File: config.mk
export PLATFORM = sky130hd
export DESIGN_NAME = ham_74_secded_decoder
export DESIGN_NICKNAME = d
export VERILOG_FILES = /design/src/rtl/ham_74_secded_decoder_pkg.sv /design/src/rtl/ham_74_syndrome.sv /design/src/rtl/ham_74_secded_decoder.sv
export SDC_FILE = /design/constraint.sdc
export NUM_CORES = 1
export LEC_CHECK = 0
export CAP_MARGIN = 20
export CORE_MARGIN = 4
export CORE_UTILIZATION = 45
export DETAILED_ROUTE_END_ITERATION = 8
export DONT_BUFFER_PORTS = 1
export GPL_ROUTABILITY_DRIVEN = 0
export PLACE_DENSITY = 0.72
export SLEW_MARGIN = 20
export SYNTH_ARGS = -nofsm -noshare
export SYNTH_HDL_FRONTEND = slang
export SYNTH_SLANG_ARGS = --single-unit
File: constraint.sdc
create_clock -name clk -period 1.7 [get_ports clk]
set_input_delay 0.085 -clock clk [delete_from_list [all_inputs] [get_ports clk]]
set_output_delay 0.085 -clock clk [all_outputs]
set_load 0.1 [all_outputs]
File: src/rtl/ham_74_secded_decoder_pkg.sv
// rtl/ham_74_secded_decoder_pkg.sv - shared widths, error classes and data extraction for the SEC-DED decoder
package ham_74_secded_decoder_pkg;

  localparam int CODE_W = 8;
  localparam int DATA_W = 4;
  localparam int SYN_W  = 3;
  localparam int CNT_W  = 16;

  localparam logic [1:0] ERR_NONE = 2'b00;
  localparam logic [1:0] ERR_SEC  = 2'b01;
  localparam logic [1:0] ERR_DED  = 2'b10;

  localparam logic [CNT_W-1:0] CNT_MAX = {CNT_W{1'b1}};

  // Data lives at Hamming positions 3, 5, 6, 7 (bit index = position - 1).
  function automatic logic [DATA_W-1:0] extract_data(input logic [CODE_W-1:0] c);
    return {c[6], c[5], c[4], c[2]};
  endfunction

endpackage

File: src/rtl/ham_74_syndrome.sv
// rtl/ham_74_syndrome.sv - combinational Hamming(7,4) syndrome and overall parity of an 8-bit codeword
module ham_74_syndrome
  import ham_74_secded_decoder_pkg::*;
(
  input  logic [CODE_W-1:0] code_i,
  output logic [SYN_W-1:0]  syn_o,
  output logic              par_o
);

  logic s1;
  logic s2;
  logic s4;

  assign s1 = code_i[0] ^ code_i[2] ^ code_i[4] ^ code_i[6];
  assign s2 = code_i[1] ^ code_i[2] ^ code_i[5] ^ code_i[6];
  assign s4 = code_i[3] ^ code_i[4] ^ code_i[5] ^ code_i[6];

  assign syn_o = {s4, s2, s1};
  assign par_o = ^code_i;

endmodule

File: src/rtl/ham_74_secded_decoder.sv
// rtl/ham_74_secded_decoder.sv - two-stage elastic SEC-DED (8,4) decoder with saturating error statistics
module ham_74_secded_decoder
  import ham_74_secded_decoder_pkg::*;
(
  input  logic              clk,
  input  logic              rst_n,
  input  logic              in_valid,
  output logic              in_ready,
  input  logic [CODE_W-1:0] in_code,
  output logic              out_valid,
  input  logic              out_ready,
  output logic [DATA_W-1:0] out_data,
  output logic [1:0]        out_err,
  output logic [SYN_W-1:0]  out_syn,
  input  logic              clr_stat,
  output logic [CNT_W-1:0]  sec_cnt,
  output logic [CNT_W-1:0]  ded_cnt,
  output logic              ded_irq
);

  logic              adv2;
  logic              v1_q, v1_d;
  logic [CODE_W-1:0] code1_q, code1_d;
  logic [SYN_W-1:0]  syn1_q, syn1_d, syn_calc;
  logic              par1_q, par1_d, par_calc;

  logic              v2_q, v2_d;
  logic [DATA_W-1:0] data_q, data_d;
  logic [1:0]        err_q, err_d;
  logic [SYN_W-1:0]  syn_q, syn_d;

  logic [CODE_W-1:0] flip_mask;
  logic [1:0]        err_class;

  logic              xfer, xfer_sec, xfer_ded;
  logic [CNT_W-1:0]  sec_cnt_q, sec_cnt_d;
  logic [CNT_W-1:0]  ded_cnt_q, ded_cnt_d;
  logic              ded_irq_q, ded_irq_d;

  ham_74_syndrome u_syndrome (
    .code_i (in_code),
    .syn_o  (syn_calc),
    .par_o  (par_calc)
  );

  // Ready depends only on occupancy and out_ready, never on in_valid.
  assign adv2     = !v2_q || out_ready;
  assign in_ready = !v1_q || adv2;

  always_comb begin
    v1_d    = v1_q;
    code1_d = code1_q;
    syn1_d  = syn1_q;
    par1_d  = par1_q;
    if (in_ready) begin
      v1_d = in_valid;
      if (in_valid) begin
        code1_d = in_code;
        syn1_d  = syn_calc;
        par1_d  = par_calc;
      end
    end
  end

  // A non-zero syndrome only points at a flipped bit when overall parity is odd.
  always_comb begin
    flip_mask = '0;
    if (par1_q && (syn1_q != '0)) begin
      flip_mask[syn1_q - 3'd1] = 1'b1;
    end
    if ((syn1_q == '0) && !par1_q) begin
      err_class = ERR_NONE;
    end else if (par1_q) begin
      err_class = ERR_SEC;
    end else begin
      err_class = ERR_DED;
    end
  end

  always_comb begin
    v2_d   = v2_q;
    data_d = data_q;
    err_d  = err_q;
    syn_d  = syn_q;
    if (adv2) begin
      v2_d = v1_q;
      if (v1_q) begin
        data_d = extract_data(code1_q ^ flip_mask);
        err_d  = err_class;
        syn_d  = syn1_q;
      end
    end
  end

  assign xfer     = v2_q && out_ready;
  assign xfer_sec = xfer && (err_q == ERR_SEC);
  assign xfer_ded = xfer && (err_q == ERR_DED);

  // A clear that coincides with a counted transfer keeps that transfer.
  always_comb begin
    sec_cnt_d = sec_cnt_q;
    ded_cnt_d = ded_cnt_q;
    ded_irq_d = ded_irq_q | xfer_ded;
    if (clr_stat) begin
      sec_cnt_d = xfer_sec ? CNT_W'(1) : '0;
      ded_cnt_d = xfer_ded ? CNT_W'(1) : '0;
      ded_irq_d = xfer_ded;
    end else begin
      if (xfer_sec && (sec_cnt_q != CNT_MAX)) sec_cnt_d = sec_cnt_q + 1'b1;
      if (xfer_ded && (ded_cnt_q != CNT_MAX)) ded_cnt_d = ded_cnt_q + 1'b1;
    end
  end

  always_ff @(posedge clk or negedge rst_n) begin
    if (!rst_n) begin
      v1_q      <= 1'b0;
      code1_q   <= '0;
      syn1_q    <= '0;
      par1_q    <= 1'b0;
      v2_q      <= 1'b0;
      data_q    <= '0;
      err_q     <= ERR_NONE;
      syn_q     <= '0;
      sec_cnt_q <= '0;
      ded_cnt_q <= '0;
      ded_irq_q <= 1'b0;
    end else begin
      v1_q      <= v1_d;
      code1_q   <= code1_d;
      syn1_q    <= syn1_d;
      par1_q    <= par1_d;
      v2_q      <= v2_d;
      data_q    <= data_d;
      err_q     <= err_d;
      syn_q     <= syn_d;
      sec_cnt_q <= sec_cnt_d;
      ded_cnt_q <= ded_cnt_d;
      ded_irq_q <= ded_irq_d;
    end
  end

  assign out_valid = v2_q;
  assign out_data  = data_q;
  assign out_err   = err_q;
  assign out_syn   = syn_q;
  assign sec_cnt   = sec_cnt_q;
  assign ded_cnt   = ded_cnt_q;
  assign ded_irq   = ded_irq_q;

endmodule

== Word-level counts from Yosys, hierarchy flattened ==
Cells that the tools add are included.

* Reductions and logical operators: 20
* Eq/ne operators: 4
* $add $sub $neg: 3
* Order comparisons: 2
* Mux-type cells: 12
* Bitwise logic cells: 11

{| class="wikitable"
|+ Operators with widths
! kind !! number
|-
| $mux 16 || 4
|-
| $add 16x1->16 const B || 2
|-
| $ne 16x16->1 const B || 2
|-
| $xor 1x1->1 || 9
|-
| $logic_and 1x1->1 || 8
|-
| $reduce_xor 8->1 || 1
|-
| $mux 7 || 1
|-
| $xor 7x7->7 || 1
|-
| $lt 3x4->1 const B || 1
|-
| $mux 1 || 4
|-
| $mux 2 || 2
|-
| $reduce_and 2->1 || 2
|-
| $reduce_bool 2->1 || 2
|-
| $demux 1 s3 || 1
|-
| $ge 3x1->1 const B || 1
|-
| $logic_not 1->1 || 3
|-
| $logic_not 3->1 || 1
|-
| $reduce_bool 3->1 || 1
|-
| $sub 3x1->3 const B || 1
|-
| $eq 2x1->1 const B || 1
|-
| $eq 2x2->1 const B || 1
|-
| $logic_or 1x1->1 || 2
|-
| $or 1x1->1 || 1
|}

* Logic and storage cells: 63
* Bits of input ports: 13
* Register bits: 55
* Output and inout bits: 44

== Longest topological paths before layout ==
* Depth in word-level cells: 7
* Mapped depth: 7
* Gate-level depth less buffers: 7

== Modules after synthesis ==
Synthesis repeated with hierarchy kept, for this count alone.

* Cell total of the unflattened synthesis: 281
* Area total of the unflattened synthesis: 2870.3 sq um

{| class="wikitable"
|+ By module, submodules not included
! module !! area each (sq um) !! seq. area each (sq um) !! times used !! cells each
|-
| ham_74_secded_decoder || 2717.6 || 1301.2 || 1 || 268
|-
| ham_74_syndrome || 152.6 || 0.0 || 1 || 13
|}

== Least setup slack after synthesis ==
Ideal clock, no wire load.

* Path kind: reg2reg
* Start point: reg v2_q (netlist: out_valid)
* End point: reg code1_q[2]
* Cell stages (with the launch flop): 5
* Setup slack: -1.428 ns
* Period minus slack after synthesis: 3.128 ns
* Arrival: 3.000 ns
* Required time: 1.573 ns
* Setup time: 0.127 ns
* Buffers on the path: 1
* Cell sequence: dfrtp_1 nand3b_1 nand2_1 clkbuf_1 mux2_1

* Longest elaborated chain between the ends: 4

{| class="wikitable"
|+ RTL lines
! what !! RTL line !! text
|-
| start, declared || ham_74_secded_decoder.sv:27 || <nowiki>logic v2_q, v2_d;</nowiki>
|-
| start signal, assigned || ham_74_secded_decoder.sv:132 || <nowiki>v2_q <= v2_d;</nowiki>
|-
| $logic_not 1->1 || ham_74_secded_decoder.sv:47 || <nowiki>assign adv2 = !v2_q || out_ready;</nowiki>
|-
| $logic_or 1x1->1 || ham_74_secded_decoder.sv:47 ||
|-
| $logic_or 1x1->1 || ham_74_secded_decoder.sv:48 || <nowiki>assign in_ready = !v1_q || adv2;</nowiki>
|-
| via in_ready || ham_74_secded_decoder.sv:8 || <nowiki>output logic in_ready,</nowiki>
|-
| $reduce_and 2->1 (no line) || - ||
|-
| end signal, assigned || ham_74_secded_decoder.sv:129 || <nowiki>code1_q <= code1_d;</nowiki>
|-
| end, declared || ham_74_secded_decoder.sv:23 || <nowiki>logic [CODE_W-1:0] code1_q, code1_d;</nowiki>
|}

The timed path passes the listed nets, and every way through them passes these cells.
A chain may end at the register's enable or synchronous reset.

== Worst setup path after layout ==
* Start point: reg sec_cnt_q[15] (netlist: sec_cnt[15])
* End point: reg sec_cnt_q[1] (netlist: sec_cnt[1])

* Longest elaborated chain between the ends: 3

{| class="wikitable"
|+ RTL lines
! what !! RTL line !! text
|-
| start, declared || ham_74_secded_decoder.sv:36 || <nowiki>logic [CNT_W-1:0] sec_cnt_q, sec_cnt_d;</nowiki>
|-
| start signal, assigned || ham_74_secded_decoder.sv:136 || <nowiki>sec_cnt_q <= sec_cnt_d;</nowiki>
|-
| $ne 16x16->1 || ham_74_secded_decoder.sv:109 || <nowiki>if (xfer_sec && (sec_cnt_q != CNT_MAX)) sec_cnt_d = sec_cnt_q + 1'b1;</nowiki>
|-
| $logic_and 1x1->1 || ham_74_secded_decoder.sv:109 ||
|-
| $reduce_bool 2->1 (no line) || - ||
|}

Every way passes these cells.

==> flow_metrics.py <==
metrics = {
    "run_status": {
        "status": "finished, violations left",
        "failed_checks": "negative setup slack",
    },
    "detailed_routing": {
        "detail_route.iter0.violations": 168,
        "avgViaCountPerCell": 5.77,
        "postRouteAntennaNets": 0,
        "wl_mm": 8.37,
        "wl_per_cell_um": 18.0,
        "detail_route.drc_violations": 0,
        "firstDrtPassIters": 4,
        "routed-via-count": 2690,
    },
    "clocking": {
        "clkSlewWorstSetupHoldPaths_ns": 0.10,
        "h-tree-depth": 2,
        "cts_buffers": 5,
        "worstSkewPairLatency_ns": 0.31,
        "cts_tree": "done",
        "clk_path_buf_depth": 2,
        "cts_root_buf": "sky130_fd_sc_hd__clkbuf_8",
        "cts.sink_count": 52,
    },
    "grt": {
        "grt-ovfl-total": 0,
        "top_usage_layer": "met2",
        "grt_first_pass_wirelength_mm": 12.7,
        "grt_max_degree": 53,
        "grt_use_met1_pct": 25.5,
        "use_met2_pct": 37.5,
        "gr-usage-all-layers_pct": 20.8,
        "grt_util_met3_pct": 4.33,
        "number_of_antenna_violations_at_the_first_check_in_global_routing": 0,
        "first_global_vias": 2674,
    },
    "critical_path": {
        "data_arrival_time_of_the_critical_path_ns": 1.95,
        "critical_path.n_buffers_inverters": 2,
        "worst-endpoint-required_ns": 1.89,
        "critPathCaptureType": "flip-flop",
        "critPathMaxFanout": 8,
        "worstSetupPathType": "reg -> reg",
        "slowest_delay_ns": 0.43,
        "timing.critical_path.cells": "nand4_1 -> buf_4 -> nor4_4 -> buf_6 -> nand3b_1 -> a21oi_1",
        "timing.critical_path.max_delay_family": "simple AND/OR/NAND/NOR gates",
        "critical_path_start_type": "flip-flop",
        "critical_path.slowest_cell": "sky130_fd_sc_hd__dfrtp_4",
    },
    "die": {
        "die_x_um": 87.7,
        "rows": 28,
        "coreArea_um2": 6030,
        "die_y_um": 87.7,
        "floorplan.initialDensity_pct": 47.4,
        "fp.dieArea_um2": 7680,
        "io-pin-count": 57,
    },
    "logic_synthesis": {
        "register_area_share_after_synthesis_pct": 45.6,
        "synth_top_flop_cell": "sky130_fd_sc_hd__dfrtp_1",
        "count_of_flip_flops_with_a_built_in_enable_after_synthesis": 0,
        "async_reset_ff_share_pct": 100,
        "synth.net_count": 306,
        "ys_seq_elements": 52,
        "post_synth_inst_count": 289,
        "cell_types_occupying_the_most_area_after_synthesis": "sky130_fd_sc_hd__dfrtp_1 46%, sky130_fd_sc_hd__mux2_1 3.9%, sky130_fd_sc_hd__o31ai_1 3.9%",
        "ys_warn_count": 0,
        "post_synth_num_cell_types": 46,
        "synth_area_um2": 2860,
        "post-synth-top-area-cell": "sky130_fd_sc_hd__dfrtp_1",
        "synth.top_cells.by_count": "52 x sky130_fd_sc_hd__dfrtp_1, 24 x sky130_fd_sc_hd__nand2_1, 22 x sky130_fd_sc_hd__a21oi_1",
        "netlist.area_leader.share_pct": 45.6,
        "synth_area_per_cell_um2": 9.88,
        "post-synth-top-count-cell": "sky130_fd_sc_hd__dfrtp_1",
    },
    "sta": {
        "fin_crit_sh_pct": 104,
        "final_layout_setup_total_negative_slack_ns": -0.309,
        "max-slew-margin-rel_pct": 69.0,
        "skew_ns": 0.00944,
        "period_minus_slack_ns": 1.76,
        "tightest_slew_ns": 0.464,
        "report.final.setup_viol": 13,
        "fin_ws_ns": -0.0603,
        "maxClockFrequency_ghz": 0.568,
        "final_max_slew_viol_count": 0,
        "rsz0062_at_grt": "yes",
        "final.hold.worst_slack_ns": 0.000668,
        "final_hold_viol_count": 0,
    },
    "final_layout": {
        "finish.net_count": 407,
        "antennaDiodeCount": 0,
        "drive_above_1_share_pct": 52.4,
        "final_design_area_no_fill_um2": 4410,
        "area_growth_syn_to_layout_pct": 54.4,
        "number_of_inserted_filler_cells_in_the_final_layout": 410,
    },
    "placement": {
        "dp_hpwl_mm": 5.23,
        "dpl_cell_area_um2": 3750,
        "placement.io_buffers": 0,
        "dp_slack_ns": -0.0735,
    },
    "pwr": {
        "power.density_nw_per_um2": 970,
        "power.leakage_uw": 0.00180,
        "max-vdd-ir-drop_mv": 0.797,
    },
    "hold_path": {
        "worst_hold_path_type": "in -> reg",
    },
    "flow_run": {
        "timing.max_cap.violations": 0,
    },
}
[layer usage]
layer,part of all wire [%],vias to the layer above
met4,1.5,0
met5,0,-
met2,52,75
li1,-,1271
met3,5.2,11
met1,41,1333
[flip-flops by register name (all words and copies together) (netlist names)]
name / count
out_err: 2
sec_cnt: 16
syn1_q: 3
ded_cnt: 16
out_valid: 1
out_syn: 3
par1_q: 1
out_data: 4
code1_q: 4
ded_irq: 1
v1_q: 1
[repair_timing]
action                                  CTS  global route
hold buffers                              9             1
gates resized for setup                  14            43
endpoints found under the hold margin    85            26
buffers inserted                         14             7
endpoints found under the setup margin   17            32
pin swaps                                16            20
[worst paths after layout]
kind / start / to / slack [ns] / cells past startpoint
max: sec_cnt[15] / sec_cnt[1] / -0.06 / 6
min: clr_stat / ded_cnt[0] / 0.0007 / 3
max reg2reg: sec_cnt[15] / sec_cnt[1] / -0.06 / 6
min reg2reg: out_data[3] / out_data[3] / 0.49 / 2
max in group asynchronous: rst_n / sec_cnt[3] / 1.11 / 2
min in group asynchronous: rst_n / ded_cnt[2] / 0.33 / 2
[worst register-to-register path: cells and delay by family (launching register included)]
kind	cells	cell delay (ns)
flip-flops	1	0.43
AND/OR/NAND/NOR	3	0.69
buffers and inverters	2	0.45
AO/OA/AOI/OAI	1	0.07
[where the power goes]
part           switching (µW)  total, µW  internal [µW]  leakage, µW
Clock                     438        875            437    0.0000541
Sequential                136       1550           1420     0.000617
Combinational            1250       1850            595      0.00113
[area by class of cell]
type / count / area [µm²] / share of cell area (%)
Inverter: 10 / 37.5 / 0.851
Clock buffer: 5 / 68.8 / 1.56
Timing Repair Buffer: 105 / 895 / 20.3
Sequential cell: 52 / 1430 / 32.4
Clock inverter: 3 / 42.5 / 0.965
Multi-Input combinational cell: 216 / 1840 / 41.8
Tap cell: 75 / 93.8 / 2.13
[per-stage QoR]
step	total power, µW	utilization, %	cells
2_1_floorplan	2820	-	289
3_3_place_gp	3170	62.3	428
3_5_place_dp	3200	62.3	428
4_1_cts	4210	68.8	458
5_1_grt	4460	73.2	466
6_report	4280	73.2	466
[cell usage in the layout, fill, tap and decap left out, types with 4 or more instances in the layout]
cell type,count
sky130_fd_sc_hd__dfrtp_1,17
sky130_fd_sc_hd__nand3_1,10
sky130_fd_sc_hd__a21oi_2,8
sky130_fd_sc_hd__xor2_1,4
sky130_fd_sc_hd__nor2_1,11
sky130_fd_sc_hd__ha_4,4
sky130_fd_sc_hd__xnor2_1,12
sky130_fd_sc_hd__or4_1,6
sky130_fd_sc_hd__buf_4,83
sky130_fd_sc_hd__nand4_1,9
sky130_fd_sc_hd__mux2_4,8
sky130_fd_sc_hd__nand2b_1,4
sky130_fd_sc_hd__o21ai_1,14
sky130_fd_sc_hd__a21oi_1,14
sky130_fd_sc_hd__dfrtp_4,33
sky130_fd_sc_hd__nand2_1,23
sky130_fd_sc_hd__buf_6,11
sky130_fd_sc_hd__clkbuf_8,5
sky130_fd_sc_hd__dlygate4sd3_1,8
sky130_fd_sc_hd__o31ai_1,10
sky130_fd_sc_hd__or4_4,7
sky130_fd_sc_hd__nor2b_1,9
sky130_fd_sc_hd__inv_1,8
sky130_fd_sc_hd__nor4_4,4
[logic make-up (layout without fill, tap and decap cells)]
group                    count (synthesis)  after routing  synth area share (%)
flip-flops                              52             52                  45.6
XOR/XNOR                                16             16                  4.91
adder cells (fa/ha/maj)                  4              4                  1.75
buffers and inverters                   21            123                  3.11
multiplexers                            13             13                  5.08
AO/OA/AOI/OAI                           62             62                  13.1
AND/OR/NAND/NOR                        121            121                  26.4
Power figures use the tool's default switching activity.
